[src/rtl/uart_tx_arbiter.sv]
// Two-requester round-robin arbiter feeding a single UART transmitter.
// Captures the winning word, strobes the transmitter, and reports completion or start timeout.
module uart_tx_arbiter #(
  parameter int unsigned WIDTH     = 8,
  parameter int unsigned START_TMO = 4
) (
  input  logic             clk,
  input  logic             rst,
  input  logic             req0,
  input  logic [WIDTH-1:0] data0,
  output logic             gnt0,
  output logic             done0,
  input  logic             req1,
  input  logic [WIDTH-1:0] data1,
  output logic             gnt1,
  output logic             done1,
  input  logic             tx_busy,
  output logic [WIDTH-1:0] tx_data,
  output logic             tx_valid,
  output logic             owner,
  output logic             arb_busy,
  output logic             tmo_err
);

  localparam int unsigned CW = $clog2(START_TMO) + 1;

  typedef enum logic [1:0] {
    IDLE       = 2'd0,
    LOAD       = 2'd1,
    WAIT_START = 2'd2,
    WAIT_DONE  = 2'd3
  } state_t;

  state_t           r_state;
  state_t           w_next;
  logic [CW-1:0]    r_cnt;
  logic [CW-1:0]    w_cnt_next;
  logic [WIDTH-1:0] r_tx_data;
  logic             r_tx_valid;
  logic             r_owner;
  logic             r_last_owner;
  logic             r_gnt0;
  logic             r_gnt1;
  logic             r_done0;
  logic             r_done1;
  logic             r_tmo_err;
  logic             r_arb_busy;

  logic             w_grant;
  logic             w_winner;
  logic             w_done;
  logic             w_tmo;
  logic             w_tx_valid;

  // Next-state and per-cycle event decode
  always_comb begin
    w_next     = r_state;
    w_cnt_next = r_cnt;
    w_grant    = 1'b0;
    w_winner   = r_owner;
    w_done     = 1'b0;
    w_tmo      = 1'b0;
    w_tx_valid = 1'b0;
    case (r_state)
      IDLE: begin
        if (!tx_busy && (req0 || req1)) begin
          w_grant  = 1'b1;
          // On a tie the requester served last time yields
          w_winner = (req0 && req1) ? ~r_last_owner : req1;
          w_next   = LOAD;
        end
      end
      LOAD: begin
        w_tx_valid = 1'b1;
        w_cnt_next = '0;
        w_next     = WAIT_START;
      end
      WAIT_START: begin
        if (tx_busy) begin
          w_next = WAIT_DONE;
        end else if (r_cnt >= CW'(START_TMO - 1)) begin
          w_tmo  = 1'b1;
          w_done = 1'b1;
          w_next = IDLE;
        end else begin
          w_cnt_next = r_cnt + CW'(1);
        end
      end
      WAIT_DONE: begin
        if (!tx_busy) begin
          w_done = 1'b1;
          w_next = IDLE;
        end
      end
      default: w_next = IDLE;
    endcase
  end

  // State and registered outputs
  always_ff @(posedge clk) begin
    if (rst) begin
      r_state      <= IDLE;
      r_cnt        <= '0;
      r_tx_data    <= '0;
      r_tx_valid   <= 1'b0;
      r_owner      <= 1'b0;
      r_last_owner <= 1'b1;
      r_gnt0       <= 1'b0;
      r_gnt1       <= 1'b0;
      r_done0      <= 1'b0;
      r_done1      <= 1'b0;
      r_tmo_err    <= 1'b0;
      r_arb_busy   <= 1'b0;
    end else begin
      r_state    <= w_next;
      r_cnt      <= w_cnt_next;
      r_tx_valid <= w_tx_valid;
      r_gnt0     <= w_grant && !w_winner;
      r_gnt1     <= w_grant && w_winner;
      r_done0    <= w_done && !r_owner;
      r_done1    <= w_done && r_owner;
      r_tmo_err  <= w_tmo;
      r_arb_busy <= (w_next != IDLE);
      if (w_grant) begin
        r_tx_data    <= w_winner ? data1 : data0;
        r_owner      <= w_winner;
        r_last_owner <= w_winner;
      end
    end
  end

  assign gnt0     = r_gnt0;
  assign gnt1     = r_gnt1;
  assign done0    = r_done0;
  assign done1    = r_done1;
  assign tx_data  = r_tx_data;
  assign tx_valid = r_tx_valid;
  assign owner    = r_owner;
  assign arb_busy = r_arb_busy;
  assign tmo_err  = r_tmo_err;

endmodule

[config.mk]
export PLATFORM = sky130hd
export DESIGN_NAME = uart_tx_arbiter
export DESIGN_NICKNAME = d
export VERILOG_FILES = /design/src/rtl/uart_tx_arbiter.sv
export SDC_FILE = /design/constraint.sdc
export NUM_CORES = 1
export LEC_CHECK = 0
export BUFFER_PORTS_ARGS = -buffer_cell sky130_fd_sc_hd__buf_2
export CAP_MARGIN = 30
export CORE_UTILIZATION = 42
export CTS_CLUSTER_SIZE = 28
export DETAILED_ROUTE_END_ITERATION = 12
export GPL_ROUTABILITY_DRIVEN = 0
export PLACE_DENSITY = 0.78
export SETUP_SLACK_MARGIN = 0.15
export SLEW_MARGIN = 20
export SYNTH_ARGS = -nofsm -noshare
export SYNTH_HDL_FRONTEND = slang
export SYNTH_SLANG_ARGS = --single-unit
[constraint.sdc]
create_clock -name clk -period 1.6 [get_ports clk]
set_input_delay 0.08 -clock clk [delete_from_list [all_inputs] [get_ports clk]]
set_output_delay 0.08 -clock clk [all_outputs]
set_load 0.01 [all_outputs]
==> results of run 1 <==
-- power groups by stage --
stage / clock network [mW] / registers (mW) / logic, mW
4_1_cts: 0.438 / 0.605 / 0.211
3_5_place_dp: 0 / 0.614 / 0.184
3_3_place_gp: 0 / 0.612 / 0.180
6_report: 0.425 / 0.608 / 0.219
5_1_grt: 0.457 / 0.612 / 0.238
2_1_floorplan: 0 / 0.624 / 0.0961
-- cell type report --
class / instances / area share
tap: 28 / 0.0248
timing repair buffer: 51 / 0.225
inverter: 10 / 0.0265
sequential: 22 / 0.317
clock inverter: 1 / 0.0212
multi-input combinational: 61 / 0.370
clock buffer: 3 / 0.0159
-- state kept, by name, summed over array words and instances (netlist names) --
register	cells
done1	1
tmo_err	1
tx_valid	1
tx_data	8
r_last_owner	1
gnt1	1
owner	1
done0	1
arb_busy	1
r_cnt	3
gnt0	1
r_state	2
-- per-layer routing --
layer  vias to the layer above  share of wire  routed length, microns  track usage
li1                        476              -                       -            -
met1                       451           0.42                    1050        0.225
met2                        39           0.53                    1310        0.409
met3                         4          0.037                      91       0.0216
met4                         0          0.012                      30       0.0952
met5                         -              0                       0            0
-- worst max-delay path, cell delays in order, from the launching register on --
cell and delay, ps:
dfxtp_2 360, ha_4 160, ha_4 160, a2111o_1 320
or3_1 380, a21oi_2 140
-- worst paths after layout --
| check | cells past startpoint | startpoint | endpoint | slack, ps |
|---|---|---|---|---|
| max | 5 | r_cnt[0] | r_cnt[0] | 20 |
| min | 2 | data1[4] | tx_data[4] | 10 |
| max reg2reg | 5 | r_cnt[0] | r_cnt[0] | 20 |
| min reg2reg | 2 | tx_data[0] | tx_data[0] | 470 |
-- logic make-up after synthesis --
logic type | Yosys count | share of synthesized area
AO/OA/AOI/OAI | 33 | 0.268
flip-flops | 22 | 0.455
adder cells (fa/ha/maj) | 2 | 0.0259
multiplexers | 1 | 0.0103
buffers and inverters | 16 | 0.0673
AND/OR/NAND/NOR | 25 | 0.173
-- Yosys cell counts, drive strengths merged --
cell type  instances  area share
dfxtp             22        0.46
inv               10       0.039
a21oi              8       0.041
a211oi             7       0.054
a221o              6       0.062
clkbuf             4       0.016
nand2b             4       0.026
nor2               4       0.016
nand2              3       0.012
a221oi             2       0.018
buf                2       0.013
ha                 2       0.026
nor4               2       0.013
nor4b              2       0.025
o211ai             2       0.016
o32ai              2       0.018
or3b               2       0.018
a2111o             1       0.012
a2111oi            1       0.016
a21o               1      0.0078
a22oi              1      0.0078
a32oi              1      0.0091
and3b              1      0.0091
and4b              1       0.010
mux2i              1       0.010
nand3              1      0.0052
nor2b              1      0.0065
nor3               1       0.010
o22ai              1      0.0065
or2                1      0.0065
or3                1      0.0065
or4b               1       0.010
-- timing repair --
item                       4_1_cts  5_1_grt
hold endpoints to repair         5        0
setup endpoints to repair        9       11
gates resized for setup          9        5
pin swaps                        1        3
hold buffers                    10        0
-- through the flow --
step	cells	area (sq um)	TNS, ps	hold slack, ps	power (mW)
after CTS	176	1390	0	2.57	1.25
after floorplan	99	971	0	218	0.720
after detailed placement	162	1200	-5.54	314	0.798
after global routing	176	1410	-7.19	12.5	1.31
after global placement	162	1200	0	304	0.792
final	176	1410	0	13.4	1.25
==> metrics, run 1 <==
flip-flop and latch area 448 sq um; Clk pwr share 0.340; worst vdd ir 0.000477 V; leak pwr 0.617 nW; Max Clk Rate 632 MHz; synthesized area 967 sq um; CTS clk-pin slew, worst paths 120 ps; internal power 0.943 mW; total global-route track usage 0.212; PnR worst setup slack 17.2 ps; outcome finished clean; Setup violations, final 0; Net Count, Synth 122; drt pass-1 iters 4; vias in the first global route 980; Die ar. 0.00250 sq mm; Worst setup SP type register; TritonCTS Buffers 3; Final Util 0.645; worst slew pin tran 392 ps; most frequent cells in the layout buf_2, dfxtp_1, inv_1, dlygate4sd3_1; total gr overflow 0; Die H 50.0 microns; largest net degree at the start of global routing 24; IO buf count 36; worst relative slew slack 0.738; H-tree levels 1; nets 172; fin crit share 0.989; Post-Route WL 2490 microns; WL/cell 14.1 microns; # clock sinks 22; commonest non-fill, non-tap cell in the layout buf_2; Flop pwr share 0.485; max_cap viols 0; WS Path Type reg -> reg; Die Wd 50.0 microns; Vias/cell 5.51; first-pass GRT wire length 4110 microns; number of fillers in the final layout 172; signal arrival time at the worst endpoint 1830 ps; post-synthesis sequential area ratio 0.455; Post-Place Worst Slack -5.54 ps; unrepaired setup endpoints after global routing true; combinational share of power 0.175; Final Hold Viols 0; via count 970; antenna violations before repair 0; Worst Clk Skew 0.785 ps; Cell variety after synth 34; Crit Path Max Fanout 3; Final ANT Viol Nets 0; diode count 0; Max Transition Viols Final 0; Top Ports 37; Longest Clk Path Bufs 2; path type of the worst min-delay path in -> reg; TritonCTS clock tree built; Syn. warnings 0; Multi-input gate area 523 sq um; Detailed Place HPWL 1650 microns; critical path required time 1850 ps; crit end category register; Yosys reg bits 22; synthesized area per cell 9.77 sq um; CTS root buf clkbuf_4; layout cells sized above 1 0.399; DRC 0; placeable core area 0.00219 sq mm; Starting DRT DRC Count 9; Period minus WS final 1580 ps; Power Density 886 mW/mm^2; Mapped Cells 99; Rows 17; Initial Util 0.441; Worst-Skew Late Latency 310 ps; Sw Ratio 0.247; Syn-to-layout area delta 46.2%; Sw Pwr 0.309 mW; setup repair bufs after CTS 0
Note: power is estimated with default switching activity, not from simulation.
==> inputs of run 2 (changes only) <==
CORE_UTILIZATION = 33   (was 42)
PLACE_DENSITY = 0.65   (was 0.78)
==> metrics, run 2 (synthesis gave the netlist of run 1 again) <==
via count 980 (+1.0%); nets 175 (+1.7%); WL/cell 14.2 microns (+0.60%); Rows 19 (+2); crit end category register; PnR worst setup slack 51.8 ps (+34.5 ps); RR Startpoint r_cnt[0]; layout cells sized above 1 0.433 (+0.0347); Die ar. 0.00315 sq mm (+26%); delay-heaviest family, CP compound AO/OA/AOI/OAI gates; R2R cell count 5 (unchanged); TritonCTS Buffers 3 (unchanged); Crit Path Max Fanout 3 (unchanged); placeable core area 0.00276 sq mm (+26%); critical path required time 1840 ps (about the same); Non-Filler Instances 181 (+2.8%); placed instance count 164 (+1.2%); Syn-to-layout area delta 52.3%; worst path cell trace ha_4 > ha_4 > a2111o_1 > or3_1 > a21oi_2; TritonCTS clock tree built; Detailed Place HPWL 1650 microns (about the same); Slowest-stage cell, CP or3_1; Worst R2R End r_cnt[0]; Final Util 0.534 (-0.111); worst setup path end r_cnt[0]; unrepaired setup endpoints after global routing true; critical path launch point r_cnt[0]; max_cap viols 0 (unchanged); CTS clk-pin slew, worst paths 120 ps (about the same); Final Hold Viols 0 (unchanged); DRC 0 (unchanged); WS Path Type reg -> reg; Die Wd 56.1 microns (+12%); first-pass GRT wire length 3920 microns (-4.7%); Worst Clk Skew 3.80 ps (+3.01 ps); vias in the first global route 892 (-9.0%); diode count 0 (unchanged); H-tree levels 1 (unchanged); signal arrival time at the worst endpoint 1790 ps (-40 ps); Max Transition Viols Final 0 (unchanged); Worst setup SP type register; Post-Place Worst Slack 6.91 ps (+12.5 ps); Total Neg Setup Slack 0 ps (unchanged); Max Clk Rate 646 MHz (+2.2%); largest net degree at the start of global routing 24 (unchanged); WP depth 5 (unchanged); worst relative slew slack 0.731 (-0.00671); worst slew pin tran 403 ps (+11.7 ps); Power Density 748 mW/mm^2 (-16%); Initial Util 0.351 (-0.0907); most frequent cells in the layout buf_2, dfxtp_1, inv_1, dlygate4sd3_1, buf_4; Largest register FFs 8 (unchanged); Final ANT Viol Nets 0 (unchanged); IO buf count 36 (unchanged); # clock sinks 22 (unchanged); outcome finished clean; antenna violations before repair 0 (unchanged); Worst-Skew Late Latency 300 ps (about the same); path type of the worst min-delay path in -> reg; drt pass-1 iters 4 (unchanged); Buf+Inv Stages, Crit Path 0 (unchanged); worst vdd ir 0.000723 V (+52%); Setup violations, final 0 (unchanged); Starting DRT DRC Count 25 (+16); Post-Route WL 2570 microns (+3.5%); total gr overflow 0 (unchanged); Vias/cell 5.41 (-1.8%); Top Ports 37 (unchanged); Die H 56.1 microns (+12%); R2R Setup Slk 50 ps (+30 ps); leak pwr 0.631 nW (+2.2%); Period minus WS final 1550 ps (-34.5 ps); CP peak stage delay 370 ps (about the same); Longest Clk Path Bufs 2 (unchanged); CTS root buf clkbuf_4; total global-route track usage 0.156 (-0.0561); Critical Path Most Common Cell ha_4; fin crit share 0.968 (-0.0216); commonest non-fill, non-tap cell in the layout buf_2
run 2: report_power, final:
| part | total, mW | switching, mW | internal (mW) | leakage [nW] |
|---|---|---|---|---|
| logic | 0.249 | 0.118 | 0.130 | 0.434 |
| clock network | 0.246 | 0.158 | 0.0877 | 0.0138 |
| registers | 0.608 | 0.0307 | 0.577 | 0.183 |
| total | 1.10 | 0.307 | 0.795 | 0.631 |
run 2: area by class of cell:
| cell class | count | area [sq um] |
|---|---|---|
| Clock buffer | 3 | 22.5 |
| Fill cell | 258 | 1280 |
| Inverter | 10 | 37.5 |
| Multi-Input combinational cell | 61 | 579 |
| Sequential cell | 22 | 454 |
| Tap cell | 31 | 38.8 |
| Timing Repair Buffer | 54 | 340 |
run 2: layer usage:
metal,track usage,vias up,share of wire
met1,0.170,458,0.40
li1,-,481,-
met4,0.0418,0,0.012
met5,0,-,0
met2,0.294,37,0.53
met3,0.0419,4,0.049
run 2: repair_timing:
action / CTS / global route
setup buffers: 1 / 3
cloned: 0 / 0
setup endpoints to repair: 15 / 12
hold endpoints to repair: 5 / 1
hold buffers: 9 / 1
pin swaps: 2 / 2
resized for setup: 12 / 11
run 2: worst min path at each step:
stage	slack (ps)	from	cells past startpoint	to
2_1_floorplan	220	data0[1]	1	tx_data[1]
3_3_place_gp	310	data1[2]	2	tx_data[2]
3_5_place_dp	310	data1[5]	2	tx_data[5]
4_1_cts	4	data0[4]	2	tx_data[4]
5_1_grt	2	data0[4]	2	tx_data[4]
6_report	10	data0[4]	2	tx_data[4]
run 2: per-stage QoR:
stage          hold WS [ps]  total power, mW  area, sq um
2_1_floorplan           218            0.720          971
3_3_place_gp            310            0.793         1190
3_5_place_dp            308            0.797         1190
4_1_cts                3.65             1.08         1380
5_1_grt                1.87             1.15         1470
6_report               13.9             1.10         1470
==> inputs of run 3 (changes only) <==
BUFFER_PORTS_ARGS = -buffer_cell sky130_fd_sc_hd__clkbuf_2   (was -buffer_cell sky130_fd_sc_hd__buf_2)
CORE_MARGIN = 1.5   (was default)
==> metrics, run 3 (synthesis gave the netlist of run 1 again) <==
Die H 57.1 microns (+1.8%); signal arrival time at the worst endpoint 1800 ps (about the same); layout cells sized above 1 0.424 (-0.00949); via count 977 (-0.31%); WS Path Type reg -> reg; # clock sinks 22 (unchanged); Final Hold Viols 0 (unchanged); Power Density 793 mW/mm^2 (+6.0%); worst slew pin tran 383 ps (-20.1 ps); max_cap viols 0 (unchanged); Initial Util 0.351 (unchanged); Starting DRT DRC Count 34 (+36%); most frequent cells in the layout clkbuf_2, dfxtp_1, inv_1; Rows 19 (unchanged); critical path required time 1840 ps (about the same); placeable core area 0.00276 sq mm (unchanged); worst vdd ir 0.000554 V (-23%); Final Util 0.522 (-0.0118); H-tree levels 1 (unchanged); total gr overflow 0 (unchanged); Period minus WS final 1550 ps (+6.04 ps); CTS root buf clkbuf_4; outcome finished clean; Total Neg Setup Slack 0 ps (unchanged); nets 175 (unchanged); vias in the first global route 910 (+2.0%); drt pass-1 iters 2 (-2); Vias/cell 5.37 (-0.85%); Setup violations, final 0 (unchanged); crit end category register; Max Transition Viols Final 0 (unchanged); Multi-input gate area 538 sq um (-7.1%); WL/cell 14.4 microns (+1.6%); total global-route track usage 0.153 (-0.00349); CTS clk-pin slew, worst paths 120 ps (about the same); Longest Clk Path Bufs 2 (unchanged); Crit Path Max Fanout 3 (unchanged); flip-flop and latch area 452 sq um (-0.55%); unrepaired setup endpoints after global routing true; Max Clk Rate 643 MHz (-0.39%); Largest register FFs 8 (unchanged); first-pass GRT wire length 3950 microns (+0.87%); Die Wd 57.1 microns (+1.8%); Final ANT Viol Nets 0 (unchanged); Top Ports 37 (unchanged); Post-Place Worst Slack 29.5 ps (+22.6 ps); antenna violations before repair 0 (unchanged); Detailed Place HPWL 1690 microns (+2.0%); leak pwr 0.623 nW (-1.2%); diode count 0 (unchanged); Worst-Skew Late Latency 310 ps (about the same); Die ar. 0.00326 sq mm (+3.6%); Final Total Pwr 1.14 mW (+3.6%); TritonCTS clock tree built; Post-Route WL 2630 microns (+2.1%); commonest non-fill, non-tap cell in the layout clkbuf_2; number of fillers in the final layout 265 (+2.7%); Syn-to-layout area delta 48.9%; worst relative slew slack 0.743 (+0.0123); Worst setup SP type register; TritonCTS Buffers 3 (unchanged); PnR worst setup slack 45.7 ps (-6.04 ps); largest net degree at the start of global routing 13 (-46%); fin crit share 0.971 (+0.00378); path type of the worst min-delay path in -> reg; Worst Clk Skew 1.47 ps (-2.33 ps); IO buf count 36 (unchanged); DRC 0 (unchanged)
## run 3: cell count changes in the layout (fill, tap and decap cells not counted), moves of 2 or more
cell      before  now
a221oi_2       0    2
a221oi_4       2    0
o32ai_2        2    0
o32ai_1        0    2
buf_2         36    0
clkbuf_2       0   36
## run 3: worst paths after layout
kind / start / end / slack, ps / depth (start not counted)
worst max-delay path: r_cnt[1] / r_cnt[0] / 50 / 5
worst min-delay path: data0[1] / tx_data[1] / 8 / 2
worst max register to register: r_cnt[1] / r_cnt[0] / 50 / 5
worst min register to register: tx_data[0] / tx_data[0] / 470 / 2
## run 3: what timing repair did
action | CTS | global route
pin swaps | 0 | 3
endpoints found under the hold margin | 5 | 1
endpoints found under the setup margin | 11 | 15
buffers inserted | 0 | 2
gates resized for setup | 7 | 10
hold buffers | 8 | 1
## run 3: layout make-up
cell class | count | share of cell area
tap | 31 | 0.0269
inverter | 10 | 0.0261
timing repair buffer | 54 | 0.235
multi-input combinational | 61 | 0.374
clock buffer | 4 | 0.0252
sequential | 22 | 0.314
## run 3: worst max-delay path, stage by stage (launching register included)
cell and delay [ps]:
dfxtp_2 360, ha_4 160, ha_4 160, a2111o_1 330
or3_1 360, a21oi_1 140
## run 3: power breakdown
part | internal (mW) | total (mW) | switching, mW | leakage (nW)
sequential | 0.577 | 0.602 | 0.0248 | 0.182
combinational | 0.121 | 0.237 | 0.116 | 0.420
clock | 0.139 | 0.303 | 0.164 | 0.0210
## run 3: metal layers
metal,global-route usage,wire length (microns)
met5,0,0
met4,0.0266,0
met2,0.289,1450
met3,0.0454,117
met1,0.170,1060
## run 3: through the flow
stage / cells / cell area [sq um] / hold slack, ps
finish: 182 / 1440 / 8.34
global route: 182 / 1440 / 5.10
CTS: 179 / 1360 / 0.689
detailed placement: 167 / 1210 / 313
global placement: 167 / 1210 / 311
floorplan: 99 / 971 / 218
